File: src/rtl/roulette_pkg.sv
// Shared types and constants for the roulette round controller.
// The optional restart-on-press behaviour is selected with ROULETTE_AUTO_RESTART_EN.
package roulette_pkg;

   typedef enum logic [2:0] {
      IDLE,
      SPIN,
      RESOLVE,
      PAYOUT,
      WON,
      LOST
   } state_t;

   localparam logic [4:0] LED_IDLE    = 5'b00001;
   localparam logic [4:0] LED_SPIN    = 5'b00010;
   localparam logic [4:0] LED_RESOLVE = 5'b00100;
   localparam logic [4:0] LED_PAYOUT  = 5'b01000;
   localparam logic [4:0] LED_WON     = 5'b11111;
   localparam logic [4:0] LED_LOST    = 5'b10101;

   localparam logic BET_NUM    = 1'b0;
   localparam logic BET_PARITY = 1'b1;

   localparam logic [4:0] LFSR_SEED = 5'b00001;
   // Feedback taps for x^5 + x^3 + 1 on a left-shifting register
   localparam logic [4:0] LFSR_TAPS = 5'b10100;

   function automatic logic [4:0] lfsr_next(input logic [4:0] cur);
      return {cur[3:0], ^(cur & LFSR_TAPS)};
   endfunction

endpackage

File: src/rtl/roulette_lfsr.sv
// Free-running 5-bit maximal-length LFSR producing the wheel number 1..31.
module roulette_lfsr
   import roulette_pkg::*;
(
   input  logic       Clock,
   input  logic       reset_n,
   output logic [4:0] value
);

   logic [4:0] value_reg;

   always_ff @(posedge Clock) begin
      if (!reset_n) begin
         value_reg <= LFSR_SEED;
      end else begin
         value_reg <= lfsr_next(value_reg);
      end
   end

   assign value = value_reg;

endmodule

File: src/rtl/roulette_round_ctrl.sv
// Roulette bet-round sequencer: spin, resolve, payout and bankroll tracking.
// Define ROULETTE_AUTO_RESTART_EN to let a press in WON/LOST restart the game.
module roulette_round_ctrl
   import roulette_pkg::*;
#(
   parameter int START_BAL   = 10,
   parameter int WIN_BAL     = 20,
   parameter int NUM_PAYOUT  = 4,
   parameter int PAR_PAYOUT  = 1,
   parameter int LOSS        = 1,
   parameter int SPIN_CYCLES = 16
) (
   input  logic       Clock,
   input  logic       reset_n,
   input  logic       spin_n,
   input  logic       bet_type,
   input  logic [4:0] playerGuess,
   output logic [4:0] playerBalance,
   output logic [4:0] result,
   output logic       spinning,
   output logic       round_win,
   output logic [1:0] game_over,
   output logic [4:0] fsm_out
);

   localparam int CNT_W = $clog2(SPIN_CYCLES + 1);

   logic [4:0]       lfsr_value;
   logic             spin_meta_reg, spin_sync_reg, spin_prev_reg;
   logic             press;
   state_t           state_reg;
   logic [CNT_W-1:0] cnt_reg;
   logic [4:0]       balance_reg, result_reg, fsm_reg;
   logic             spinning_reg, win_reg, bet_reg;
   logic [1:0]       over_reg;
   logic [5:0]       pay_sum;

   roulette_lfsr u_lfsr (
      .Clock   (Clock),
      .reset_n (reset_n),
      .value   (lfsr_value)
   );

   // Button is asynchronous: two-flop synchronizer plus a copy for edge detect
   always_ff @(posedge Clock) begin
      if (!reset_n) begin
         spin_meta_reg <= 1'b1;
         spin_sync_reg <= 1'b1;
         spin_prev_reg <= 1'b1;
      end else begin
         spin_meta_reg <= spin_n;
         spin_sync_reg <= spin_meta_reg;
         spin_prev_reg <= spin_sync_reg;
      end
   end

   assign press = spin_prev_reg & ~spin_sync_reg;

   always_comb begin
      pay_sum = {1'b0, balance_reg};
      if (win_reg) begin
         pay_sum = pay_sum + ((bet_reg == BET_NUM) ? 6'(NUM_PAYOUT) : 6'(PAR_PAYOUT));
      end else begin
         pay_sum = pay_sum - 6'(LOSS);
      end
   end

   always_ff @(posedge Clock) begin
      if (!reset_n) begin
         state_reg    <= IDLE;
         cnt_reg      <= '0;
         balance_reg  <= 5'(START_BAL);
         result_reg   <= '0;
         win_reg      <= 1'b0;
         bet_reg      <= BET_NUM;
         over_reg     <= 2'b00;
         spinning_reg <= 1'b0;
         fsm_reg      <= LED_IDLE;
      end else begin
         case (state_reg)
            IDLE: begin
               if (press) begin
                  state_reg    <= SPIN;
                  cnt_reg      <= '0;
                  win_reg      <= 1'b0;
                  spinning_reg <= 1'b1;
                  fsm_reg      <= LED_SPIN;
               end
            end
            SPIN: begin
               if (cnt_reg == CNT_W'(SPIN_CYCLES - 1)) begin
                  state_reg    <= RESOLVE;
                  spinning_reg <= 1'b0;
                  fsm_reg      <= LED_RESOLVE;
               end else begin
                  cnt_reg <= cnt_reg + 1'b1;
               end
            end
            RESOLVE: begin
               result_reg <= lfsr_value;
               bet_reg    <= bet_type;
               win_reg    <= (bet_type == BET_NUM) ? (playerGuess == lfsr_value)
                                                   : (playerGuess[0] == lfsr_value[0]);
               state_reg  <= PAYOUT;
               fsm_reg    <= LED_PAYOUT;
            end
            PAYOUT: begin
               // Sign bit catches an underflow below zero as a loss
               if ($signed(pay_sum) <= 0) begin
                  balance_reg <= '0;
                  over_reg    <= 2'b10;
                  state_reg   <= LOST;
                  fsm_reg     <= LED_LOST;
               end else if (pay_sum >= 6'(WIN_BAL)) begin
                  balance_reg <= (pay_sum > 6'd31) ? 5'd31 : pay_sum[4:0];
                  over_reg    <= 2'b01;
                  state_reg   <= WON;
                  fsm_reg     <= LED_WON;
               end else begin
                  balance_reg <= pay_sum[4:0];
                  state_reg   <= IDLE;
                  fsm_reg     <= LED_IDLE;
               end
            end
            WON, LOST: begin
`ifdef ROULETTE_AUTO_RESTART_EN
               if (press) begin
                  balance_reg <= 5'(START_BAL);
                  result_reg  <= '0;
                  win_reg     <= 1'b0;
                  over_reg    <= 2'b00;
                  state_reg   <= IDLE;
                  fsm_reg     <= LED_IDLE;
               end
`else
               state_reg <= state_reg;
`endif
            end
            default: begin
               state_reg <= IDLE;
               fsm_reg   <= LED_IDLE;
            end
         endcase
      end
   end

   assign playerBalance = balance_reg;
   assign result        = spinning_reg ? lfsr_value : result_reg;
   assign spinning      = spinning_reg;
   assign round_win     = win_reg;
   assign game_over     = over_reg;
   assign fsm_out       = fsm_reg;

endmodule

File: config.mk
export PLATFORM = sky130hd
export DESIGN_NAME = roulette_round_ctrl
export DESIGN_NICKNAME = d
export VERILOG_FILES = /design/src/rtl/roulette_pkg.sv /design/src/rtl/roulette_lfsr.sv /design/src/rtl/roulette_round_ctrl.sv
export SDC_FILE = /design/constraint.sdc
export NUM_CORES = 1
export LEC_CHECK = 0
export CAP_MARGIN = 20
export CORE_MARGIN = 3
export CORE_UTILIZATION = 59
export CTS_BUF_LIST = sky130_fd_sc_hd__clkbuf_4
export DETAILED_ROUTE_END_ITERATION = 12
export PLACE_DENSITY = 0.87
export SYNTH_ARGS = -nofsm -noshare
export SYNTH_HDL_FRONTEND = slang
export SYNTH_SLANG_ARGS = --single-unit
export TNS_END_PERCENT = 5
File: constraint.sdc
create_clock -name Clock -period 4.65 [get_ports Clock]
set_input_delay 0.465 -clock Clock [delete_from_list [all_inputs] [get_ports Clock]]
set_output_delay 0.465 -clock Clock [all_outputs]
set_load 0.03 [all_outputs]
**Yosys cells after proc, flatten, opt, wreduce, memory -nomap -nowiden**

Index checks and enable logic that the tools add are counted.

- Output and inout bits: 19
- Bits in registers: 36
- Logic and storage cells: 71

- Equal/unequal tests: 11
- Reductions and logical operators: 11
- Bitwise logic cells: 3
- Magnitude comparators: 3
- Mux-type cells: 27
- Add/sub/neg operators: 3

Operators with widths:

| operator | count |
|---|---|
| two-way mux 5 bit | 10 |
| one-hot mux 5 bit (5 select lines) | 1 |
| two-way mux 3 bit | 5 |
| one-hot mux 3 bit (5 select lines) | 1 |
| one-hot mux 5 bit (2 select lines) | 1 |
| AND reduction 3 bit | 3 |
| adder 5 x 3 -> 6 bit | 1 |
| equality test 3 x 2 -> 1 bit, second input constant | 2 |
| equality test 3 bit, second input constant | 2 |
| >= comparator 6 x 5 -> 1 bit, second input constant | 1 |
| greater-than comparator 6 x 5 -> 1 bit, second input constant | 1 |
| <= comparator 6 x 1 -> 1 bit, second input constant | 1 |
| two-way mux 6 bit | 1 |
| != test 2 bit, second input constant | 3 |
| nonzero test 2 bit | 3 |
| subtractor 5 x 1 -> 6 bit, second input constant | 1 |
| adder 5 x 1 -> 5 bit, second input constant | 1 |
| equality test 5 x 4 -> 1 bit, second input constant | 1 |
| equality test 5 bit | 1 |
| XOR reduction 5 bit | 1 |
| two-way mux 1 bit | 4 |
| two-way mux 2 bit | 2 |
| one-hot mux 1 bit (2 select lines) | 2 |
| AND reduction 2 bit | 2 |
| other kinds (6) | 7 |

**Longest topological paths before layout**

Gate-level depths: netlist (run 1).

- Depth in word-level cells: 7
- Mapped depth: 9

**Cells and area by module**

From an unflattened synthesis (run 1), not the netlist that was laid out.

- Cells, all modules: 183
- Area total of the unflattened synthesis: 1716.6 µm²

By module, submodules not included:

| module | instances | area each (µm²) | cells each |
|---|---|---|---|
| roulette_round_ctrl | 1 | 1577.8 | 172 |
| roulette_lfsr | 1 | 138.9 | 11 |

**Worst setup path after synthesis (run 1)**

OpenSTA, ideal clock, no wires.

- Path type: register -> register
- Start: register win_reg (netlist: round_win)
- End: register fsm_reg[2] (netlist: fsm_out[2])
- Data arrival time: 2.437 ns
- Cell stages (with the launch flop): 10
- Clock period less this slack: 2.558 ns
- Setup time: 0.122 ns
- Slack: 2.092 ns
- Path through: dfxtp_1 > nand2b_1 > ha_1 > fa_1 > a21o_1 > a21oi_1 > xnor2_1 > nor4_2 > a211o_1 > o311a_1

- Cells in the longest elaborated chain, start to end: 5

Ends and longest elaborated chain:

| item | RTL line | source |
|---|---|---|
| from (decl) | roulette_round_ctrl.sv:34 | `logic spinning_reg, win_reg, bet_reg;` |
| from (signal assigned) | roulette_round_ctrl.sv:102 | `win_reg <= (bet_type == BET_NUM) ? (playerGuess == lfsr_value)` |
| two-way mux 6 bit * | roulette_round_ctrl.sv:61 | `if (win_reg) begin` |
| >= comparator 6 x 5 -> 1 bit | roulette_round_ctrl.sv:114 | `end else if (pay_sum >= 6'(WIN_BAL)) begin` |
| two-way mux 5 bit | roulette_round_ctrl.sv:114 |  |
| two-way mux 5 bit * | roulette_round_ctrl.sv:109 | `if ($signed(pay_sum) <= 0) begin` |
| one-hot mux 5 bit (5 select lines) * | roulette_round_ctrl.sv:80 | `case (state_reg)` |
| to (signal assigned) | roulette_round_ctrl.sv:78 | `fsm_reg <= LED_IDLE;` |
| to (signal assigned) | roulette_round_ctrl.sv:113 | `fsm_reg <= LED_LOST;` |
| to (signal assigned) | roulette_round_ctrl.sv:118 | `fsm_reg <= LED_WON;` |
| to (decl) | roulette_round_ctrl.sv:33 | `logic [4:0] balance_reg, result_reg, fsm_reg;` |

Mark *: on every way between the ends. The rest lies on a longest branch, timed or not.
A chain may end at the register's enable or synchronous reset.

**Final worst setup path (run 1)**

- Start: register win_reg (netlist: round_win)
- End: register fsm_reg[3] (netlist: fsm_out[3])

The elaborated chain is that of the path after synthesis.

==> flow_metrics.env, run 1 <==
export IMPL_status="complete, no violations"
export IMPL_ctsLongestPathBuffers=2
export IMPL_ys_types=44
export IMPL_syn_area_per_cell_um2=8.92
export IMPL_crit_arrival_ns=2.78
export IMPL_placedCellCount=237
export IMPL_die_height_um=59.5
export IMPL_rsz0062_at_grt="false"
export IMPL_powerDensity_nw_per_um2=267
export IMPL_drt_iter0_markers=91
export IMPL_max_cap_violations=0
export IMPL_finalWirelength_um=3780
export IMPL_grt_pass1_vias=1371
export IMPL_r2r_setup_slack_ns=2.11
export IMPL_critPathKind="register to register"
export IMPL_yosys_area_top_type="dfxtp_1"
export IMPL_crit_fanout=6
export IMPL_grt_max_degree=22
export IMPL_nets=231
export IMPL_max_freq_ghz=0.394
export IMPL_final_setup_viol_count=0
export IMPL_track_usage_pct=24.0
export IMPL_htree_levels=2
export IMPL_diodes=0
export IMPL_via_per_inst=5.80
export IMPL_skew_ns=0.0190
export IMPL_fin_cells=245
export IMPL_dpl_hpwl_um=2800
export IMPL_root_buffer="clkbuf_4"
export IMPL_r2r_cells=9
export IMPL_crit_required_ns=4.90
export IMPL_clock_sinks=35
export IMPL_p_comb_share_pct=9.2
export IMPL_io_pins=28
export IMPL_worst_setup_path_start_kind="register"
export IMPL_ff_latch_area_um2=701
export IMPL_period_needed_ns=2.54
export IMPL_route_detailed_drc=0
export IMPL_routedWlPerCell_um=15.4
export IMPL_critPathCaptureType="register"
export IMPL_synth_nets=206
export IMPL_die_w_um=59.5
export IMPL_ys_seq_area_share_pct=41.5
export IMPL_grt_overflow=0
export IMPL_power_switching_mw=0.133
export IMPL_hp_class="register to register"
export IMPL_finalInstanceArea_um2=2000
export IMPL_cts_setup_buffers=0
export IMPL_area_delta_synth_final_pct=18.6
export IMPL_place_area_um2=1940
export IMPL_core_um2=2590
export IMPL_fin_crit_sh_pct=54.6
export IMPL_drive_above_1_share_pct=9.77
export IMPL_fin_tns_setup_ns=0
export IMPL_numCtsBuffers=5
export IMPL_synth_cells=189
export IMPL_dr_pass1_iters=4
export IMPL_hold_buffers=0
export IMPL_clkLatencyLatePin_ns=0.35
export IMPL_min_path_cells=1
export IMPL_clkTransAtPathRegs_ns=0.11
export IMPL_finalWeightedCongestion=0.868
export IMPL_tritoncts="done"
export IMPL_antenna_found_initial=0
export IMPL_grt_first_pass_wirelength_um=6210
export IMPL_async_flop_share_pct=0
export IMPL_worstHoldStart="spin_meta_reg$_SDFF_PN1_"
export IMPL_clkPwrFrac_pct=31.8
export IMPL_io_buffers=27
export IMPL_start_util_pct=65.1
export IMPL_ir_drop_mv=0.266
export IMPL_netlist_top_cells_area="dfxtp_1 42%, a21oi_1 6.2%, nand2_1 5.6%"
export IMPL_p_sw_share_pct=25.0
export IMPL_die_area_um2=3540
export IMPL_rows=18
export IMPL_syn_area_um2=1690
export IMPL_via_count=1421
export IMPL_p_leak_nw=0.727
export IMPL_ys_ff_latch=35
export IMPL_fillers=193
export IMPL_p_seq_share_pct=59.0
export IMPL_rr_startpoint="round_win$_SDFFE_PN0P_"
export IMPL_yosysTopAreaCellShare_pct=41.5
export IMPL_slew_viol_final=0
export IMPL_power_total_mw=0.534
export IMPL_relSlewSlack_pct=30.0
export IMPL_yosysWarnings=0
export IMPL_synth_edf_count=0
export IMPL_hold_viol_final=0
export IMPL_multi_input_area_um2=912
export IMPL_intPower_mw=0.400
export IMPL_r2r_end="fsm_out[3]$_SDFFE_PN0P_"
export IMPL_drtAntennaViolNets=0
export IMPL_worst_pin_slew_ns=1.04
export IMPL_cts_resized=0
export IMPL_synth_flop_cell="dfxtp_1"
export IMPL_min_to="spin_sync_reg$_SDFF_PN1_"
[power groups by stage]
stage          clock network (mW)  registers [mW]  logic, mW
5_1_grt                     0.187           0.316     0.0534
2_1_floorplan                   0           0.323     0.0287
3_3_place_gp                    0           0.321     0.0469
4_1_cts                     0.171           0.315     0.0493
3_5_place_dp                    0           0.322     0.0489
6_report                    0.170           0.315     0.0490
[critical path: stages (launching register included)]
cell      delay [ns]
dfxtp_1         0.43
nand2b_1        0.08
ha_1            0.22
fa_1            0.42
a21o_1          0.17
a21oi_1         0.17
xnor2_1         0.22
nand3_1         0.17
or2_1           0.28
a311oi_2        0.27
[worst max-delay path by stage]
stage | slack, ns | to | start | cells after the start
2_1_floorplan | 2.09 | fsm_out[2]$_SDFFE_PN0P_ | round_win$_SDFFE_PN0P_ | 9
3_3_place_gp | 2.23 | fsm_out[2]$_SDFFE_PN0P_ | round_win$_SDFFE_PN0P_ | 9
3_5_place_dp | 2.15 | fsm_out[3]$_SDFFE_PN0P_ | round_win$_SDFFE_PN0P_ | 9
4_1_cts | 2.12 | fsm_out[3]$_SDFFE_PN0P_ | round_win$_SDFFE_PN0P_ | 9
5_1_grt | 1.95 | fsm_out[2]$_SDFFE_PN0P_ | round_win$_SDFFE_PN0P_ | 9
6_report | 2.11 | fsm_out[3]$_SDFFE_PN0P_ | round_win$_SDFFE_PN0P_ | 9
[cells by family (layout without fill, tap and decap cells)]
family	after synthesis	after routing	share of synthesized area, %
AO/OA/AOI/OAI	47	47	18.5
XOR/XNOR	12	12	6.68
adder cells (fa/ha/maj)	8	8	6.38
buffers and inverters	15	41	4.38
flip-flops	35	35	41.5
multiplexers	5	5	3.34
AND/OR/NAND/NOR	67	67	19.1
[per-layer routing]
layer	track usage, %	vias up	wire length (µm)
met5	0	-	0
met4	12.0	0	63
met3	6.75	9	307
met2	37.9	56	1800
met1	29.6	660	1610
li1	-	696	-
[through the flow]
step,worst slack [ns],util [%],hold WS (ns)
after floorplan,2.09,-,0.386
after global placement,2.23,75.0,0.400
after detailed placement,2.15,75.0,0.407
after CTS,2.12,77.2,0.435
after global routing,1.95,77.2,0.455
final,2.11,77.2,0.427
[cell usage in the layout, fill, tap and decap left out, types with 2 or more instances in the layout]
master / count
a211o_1: 2
nor2_1: 13
inv_1: 6
o21ai_0: 8
or3_1: 2
a21oi_1: 21
ha_1: 7
nand2b_1: 5
xnor2_1: 6
nand2_1: 25
mux2_2: 5
clkdlybuf4s50_1: 27
nand3_1: 5
nor3_1: 3
and2_1: 6
xor2_1: 5
clkbuf_4: 7
o21ai_1: 3
nor3b_1: 2
dfxtp_1: 35
[final cells by class]
cell class / count / area share [%]
multi-input cells: 139 / 45.6
flip-flops and latches: 35 / 35.0
repair buffers: 27 / 13.5
clock buffers: 7 / 2.63
well taps: 30 / 1.88
inverters: 6 / 1.13
clock inverters: 1 / 0.250
[cell usage after synthesis (2+ instances only)]
| cell type | count |
|---|---|
| nor3_1 | 3 |
| nand3_1 | 5 |
| nand2_1 | 25 |
| ha_1 | 7 |
| a21oi_1 | 21 |
| xor2_1 | 5 |
| xnor2_1 | 6 |
| a211o_1 | 2 |
| mux2_2 | 5 |
| nor3b_1 | 2 |
| dfxtp_1 | 35 |
| and2_1 | 6 |
| nor2_1 | 13 |
| o21ai_0 | 8 |
| o21ai_1 | 3 |
| clkbuf_1 | 5 |
| nand2b_1 | 5 |
| or3_1 | 2 |
| inv_1 | 6 |
Note: power is estimated with default switching activity, not from simulation.
==> run 2: changes to the inputs <==
Settings changed: CORE_UTILIZATION 59 to 49, PLACE_DENSITY 0.87 to 0.77.
Clock period 4.65 ns to 2.1 ns, I/O delays scaled along.
==> flow_metrics.env, run 2 (synthesis gave the netlist of run 1 again) <==
export IMPL_rr_startpoint="bet_reg$_SDFFE_PN0P_"
export IMPL_power_total_mw=1.27
export IMPL_clkTransAtPathRegs_ns=0.10
export IMPL_r2r_cells=9
export IMPL_dpl_hpwl_um=2920
export IMPL_critPathCaptureType="register"
export IMPL_max_freq_ghz=0.442
export IMPL_diodes=0
export IMPL_p_leak_nw=0.849
export IMPL_crit_path_max_incr_delay_ns=0.34
export IMPL_finalWeightedCongestion=0.853
export IMPL_io_buffers=27
export IMPL_r2r_setup_slack_ns=-0.16
export IMPL_worst_setup_path_start_kind="register"
export IMPL_worst_pin_slew_ns=0.527
export IMPL_core_um2=3180
export IMPL_max_cap_violations=0
export IMPL_routedWlPerCell_um=14.3
export IMPL_crit_required_ns=2.33
export IMPL_r2r_end="fsm_out[2]$_SDFFE_PN0P_"
export IMPL_cp_slowest_cell="fa_2"
export IMPL_grt_pass1_vias=1519
export IMPL_hold_viol_final=0
export IMPL_clkLatencyLatePin_ns=0.33
export IMPL_skew_ns=0.00629
export IMPL_nets=251
export IMPL_hold_buffers=0
export IMPL_hold_slack_ns=0.433
export IMPL_path_cells="nand2b_1 > ha_2 > fa_2 > a21o_1 > a21oi_2 > xnor2_2 > nor4_4 > a211o_1 > o311a_1"
export IMPL_via_per_inst=5.29
export IMPL_period_needed_ns=2.26
export IMPL_die_height_um=64.7
export IMPL_fin_crit_sh_pct=108
export IMPL_numCtsBuffers=5
export IMPL_clock_sinks=35
export IMPL_route_detailed_drc=0
export IMPL_start_util_pct=53.1
export IMPL_powerDensity_nw_per_um2=562
export IMPL_min_to="spin_sync_reg$_SDFF_PN1_"
export IMPL_worstHoldStart="spin_meta_reg$_SDFF_PN1_"
export IMPL_mostFrequentLayoutCells="33 x dfxtp_1, 27 x clkdlybuf4s50_1, 25 x nand2_1"
export IMPL_die_area_um2=4180
export IMPL_antenna_found_initial=0
export IMPL_final_common_cell="dfxtp_1"
export IMPL_final_setup_viol_count=5
export IMPL_hp_class="register to register"
export IMPL_fin_tns_setup_ns=-0.632
export IMPL_min_path_cells=1
export IMPL_dr_pass1_iters=4
export IMPL_via_count=1475
export IMPL_critPathKind="register to register"
export IMPL_crit_fanout=4
export IMPL_track_usage_pct=21.0
export IMPL_ir_drop_mv=0.379
export IMPL_grt_first_pass_wirelength_um=6770
export IMPL_tritoncts="done"
export IMPL_relSlewSlack_pct=64.6
export IMPL_cp_top_family="compound AO/OA/AOI/OAI gates"
export IMPL_worst_path_buf_inv=0
export IMPL_fin_util_pct=71.4
export IMPL_finalWirelength_um=3980
export IMPL_io_pins=28
export IMPL_htree_levels=2
export IMPL_status="complete, but fails checks"
export IMPL_rsz0062_at_grt="true"
export IMPL_violations="setup timing"
export IMPL_grt_max_degree=15
export IMPL_die_w_um=64.7
export IMPL_dp_slack_ns=-0.166
export IMPL_crit_arrival_ns=2.49
export IMPL_rows=20
export IMPL_area_delta_synth_final_pct=34.5
export IMPL_slew_viol_final=0
export IMPL_root_buffer="clkbuf_4"
export IMPL_grt_overflow=0
export IMPL_drive_above_1_share_pct=23.4
export IMPL_drtAntennaViolNets=0
export IMPL_setup_ws_ns=-0.164
export IMPL_ctsLongestPathBuffers=2
export IMPL_drt_iter0_markers=72
## run 2: cell types whose count changed in the layout (fill, tap and decap cells not counted), sizes merged
cell,previous run,this run
bufinv,0,1
clkinv,1,2
clkbuf,7,5
buf,0,20
## run 2: what timing repair did
item | CTS | global route
resized for setup | 5 | 8
pin swaps | 2 | 3
buffers inserted | 2 | 0
hold endpoints to repair | 0 | 0
setup endpoints to repair | 8 | 16
## run 2: layout make-up
class	count	area, µm²
inverter	6	22.5
sequential	35	706
tap	44	55.1
clock inverter	3	38.8
multi-input combinational	139	988
clock buffer	5	37.5
timing repair buffer	47	420
fill	253	910
## run 2: worst register-to-register path, cell delays in order (launching register included)
cell and delay, ns:
dfxtp_1 0.32, nand2b_1 0.14, ha_2 0.18, fa_2 0.34, a21o_1 0.17, a21oi_2 0.16
xnor2_2 0.18, nor4_4 0.09, a211o_1 0.29, o311a_1 0.28
## run 2: how the worst max path moves through the flow
stage,cells after the start,end,slack (ns),startpoint
floorplan,9,fsm_out[2]$_SDFFE_PN0P_,-0.13,round_win$_SDFFE_PN0P_
global placement,9,fsm_out[2]$_SDFFE_PN0P_,-0.1,bet_reg$_SDFFE_PN0P_
detailed placement,9,game_over[0]$_SDFFE_PN0P_,-0.17,bet_reg$_SDFFE_PN0P_
CTS,9,fsm_out[3]$_SDFFE_PN0P_,-0.17,bet_reg$_SDFFE_PN0P_
global route,9,fsm_out[2]$_SDFFE_PN0P_,-0.27,bet_reg$_SDFFE_PN0P_
finish,9,fsm_out[2]$_SDFFE_PN0P_,-0.16,bet_reg$_SDFFE_PN0P_
## run 2: metrics by stage
stage               area (µm²)  std cells
floorplan                 1710        189
global placement          2120        269
detailed placement        2120        269
CTS                       2230        279
global route              2270        279
finish                    2270        279
## run 2: routing by layer
layer | part of all wire [%] | routed length (µm) | up-vias | track usage, %
li1 | - | - | 741 | -
met1 | 45 | 1780 | 687 | 25.2
met2 | 50 | 1990 | 45 | 35.3
met3 | 4.8 | 191 | 2 | 6.59
met4 | 0.53 | 21 | 0 | 7.12
met5 | 0 | 0 | - | 0
## run 2: where the power goes
group	total [mW]	switching, mW	internal [mW]
clock	0.460	0.216	0.245
combinational	0.120	0.0627	0.0578
sequential	0.694	0.0153	0.679
==> run 3: changes to the inputs <==
Settings changed: CORE_UTILIZATION 49 to 47, CTS_BUF_LIST sky130_fd_sc_hd__clkbuf_4 to unset, PLACE_DENSITY 0.77 to 0.75, TNS_END_PERCENT 5 to unset.
==> flow_metrics.env, run 3 (synthesis gave the netlist of run 1 again) <==
export IMPL_status="complete, but fails checks"
export IMPL_violations="setup timing"
export IMPL_io_pins=28
export IMPL_die_height_um=65.9
export IMPL_max_cap_violations=0
export IMPL_ctsLongestPathBuffers=2
export IMPL_setup_ws_ns=-0.201
export IMPL_final_setup_viol_count=6
export IMPL_p_leak_nw=0.837
export IMPL_die_w_um=65.9
export IMPL_area_delta_synth_final_pct=34.3
export IMPL_drive_above_1_share_pct=23.9
export IMPL_grt_overflow=0
export IMPL_critPathKind="register to register"
export IMPL_dp_slack_ns=-0.148
export IMPL_dpl_hpwl_um=2810
export IMPL_crit_required_ns=2.33
export IMPL_worst_setup_path_start_kind="register"
export IMPL_period_needed_ns=2.30
export IMPL_route_detailed_drc=0
export IMPL_die_area_um2=4340
export IMPL_track_usage_pct=20.6
export IMPL_start_util_pct=49.8
export IMPL_finalWeightedCongestion=0.844
export IMPL_placedCellCount=270
export IMPL_final_common_cell="dfxtp_1"
export IMPL_numCtsBuffers=5
export IMPL_clkLatencyLatePin_ns=0.34
export IMPL_clock_sinks=35
export IMPL_hold_viol_final=0
export IMPL_via_per_inst=5.26
export IMPL_fin_util_pct=66.8
export IMPL_io_buffers=27
export IMPL_drtAntennaViolNets=0
export IMPL_core_um2=3390
export IMPL_power_total_mw=1.16
export IMPL_fin_tns_setup_ns=-0.669
export IMPL_ir_drop_mv=0.452
export IMPL_finalWirelength_um=4050
export IMPL_rsz0062_at_grt="true"
export IMPL_via_count=1472
export IMPL_skew_ns=0.00436
export IMPL_slew_viol_final=0
export IMPL_tritoncts="done"
export IMPL_worst_pin_slew_ns=0.514
export IMPL_fin_cells=280
export IMPL_crit_fanout=4
export IMPL_nets=250
export IMPL_relSlewSlack_pct=65.6
export IMPL_grt_max_degree=15
export IMPL_dr_pass1_iters=4
export IMPL_max_freq_ghz=0.435
export IMPL_root_buffer="clkbuf_4"
export IMPL_critPathCaptureType="register"
export IMPL_grt_first_pass_wirelength_um=6870
export IMPL_antenna_found_initial=0
export IMPL_diodes=0
export IMPL_fin_crit_sh_pct=110
export IMPL_powerDensity_nw_per_um2=511
export IMPL_rows=21
export IMPL_hp_class="register to register"
export IMPL_routedWlPerCell_um=14.5
export IMPL_grt_pass1_vias=1501
export IMPL_clkTransAtPathRegs_ns=0.10
export IMPL_drt_iter0_markers=122
export IMPL_crit_arrival_ns=2.53
export IMPL_mostFrequentLayoutCells="33 x dfxtp_1, 27 x clkdlybuf4s50_1, 25 x nand2_1"
export IMPL_htree_levels=2
run 3: cell type report:
class / count / area [µm²]
clock buffers: 7 / 45.0
clock inverters: 1 / 5.00
fillers: 267 / 1120
inverters: 6 / 22.5
multi-input cells: 139 / 1020
flip-flops and latches: 35 / 706
well taps: 46 / 57.6
repair buffers: 46 / 413
run 3: path summary, 6_finish.rpt:
kind                                               start  slack (ns)                  endpoint  depth (start not counted)
worst max-delay path                bet_reg$_SDFFE_PN0P_       -0.20   fsm_out[2]$_SDFFE_PN0P_                          9
worst max register to register      bet_reg$_SDFFE_PN0P_       -0.20   fsm_out[2]$_SDFFE_PN0P_                          9
worst min-delay path            spin_meta_reg$_SDFF_PN1_        0.43  spin_sync_reg$_SDFF_PN1_                          1
worst min register to register  spin_meta_reg$_SDFF_PN1_        0.43  spin_sync_reg$_SDFF_PN1_                          1
run 3: critical path, cell delays in order (launching register included):
cell and delay (ns):
dfxtp_2 0.34, nand2b_4 0.14, ha_4 0.16, fa_2 0.35
a21o_1 0.19, a21oi_2 0.18, xnor2_2 0.13, buf_4 0.16
a211o_1 0.28, o311a_1 0.29
run 3: repair_timing:
action,in CTS,in global routing
gates cloned,0,0
endpoints found under the setup margin,7,12
hold buffers,0,0
pin swaps,5,2
setup buffers,2,0
gates resized for setup,6,13
run 3: routing by layer:
layer | GRT usage [%] | routed length [µm]
met2 | 35.8 | 2140
met3 | 4.42 | 129
met5 | 0 | 0
met1 | 25.2 | 1730
met4 | 6.22 | 51
run 3: through the flow:
step / cell area [µm²] / hold WS, ns
2_1_floorplan: 1710 / 0.283
4_1_cts: 2200 / 0.434
5_1_grt: 2260 / 0.458
6_report: 2260 / 0.425
3_5_place_dp: 2110 / 0.407
3_3_place_gp: 2110 / 0.401
run 3: where the power goes:
| group | leakage [nW] | switching, mW | internal (mW) |
|---|---|---|---|
| sequential | 0.286 | 0.0145 | 0.678 |
| clock | 0.0293 | 0.214 | 0.130 |
| combinational | 0.522 | 0.0634 | 0.0568 |
| total | 0.837 | 0.292 | 0.866 |
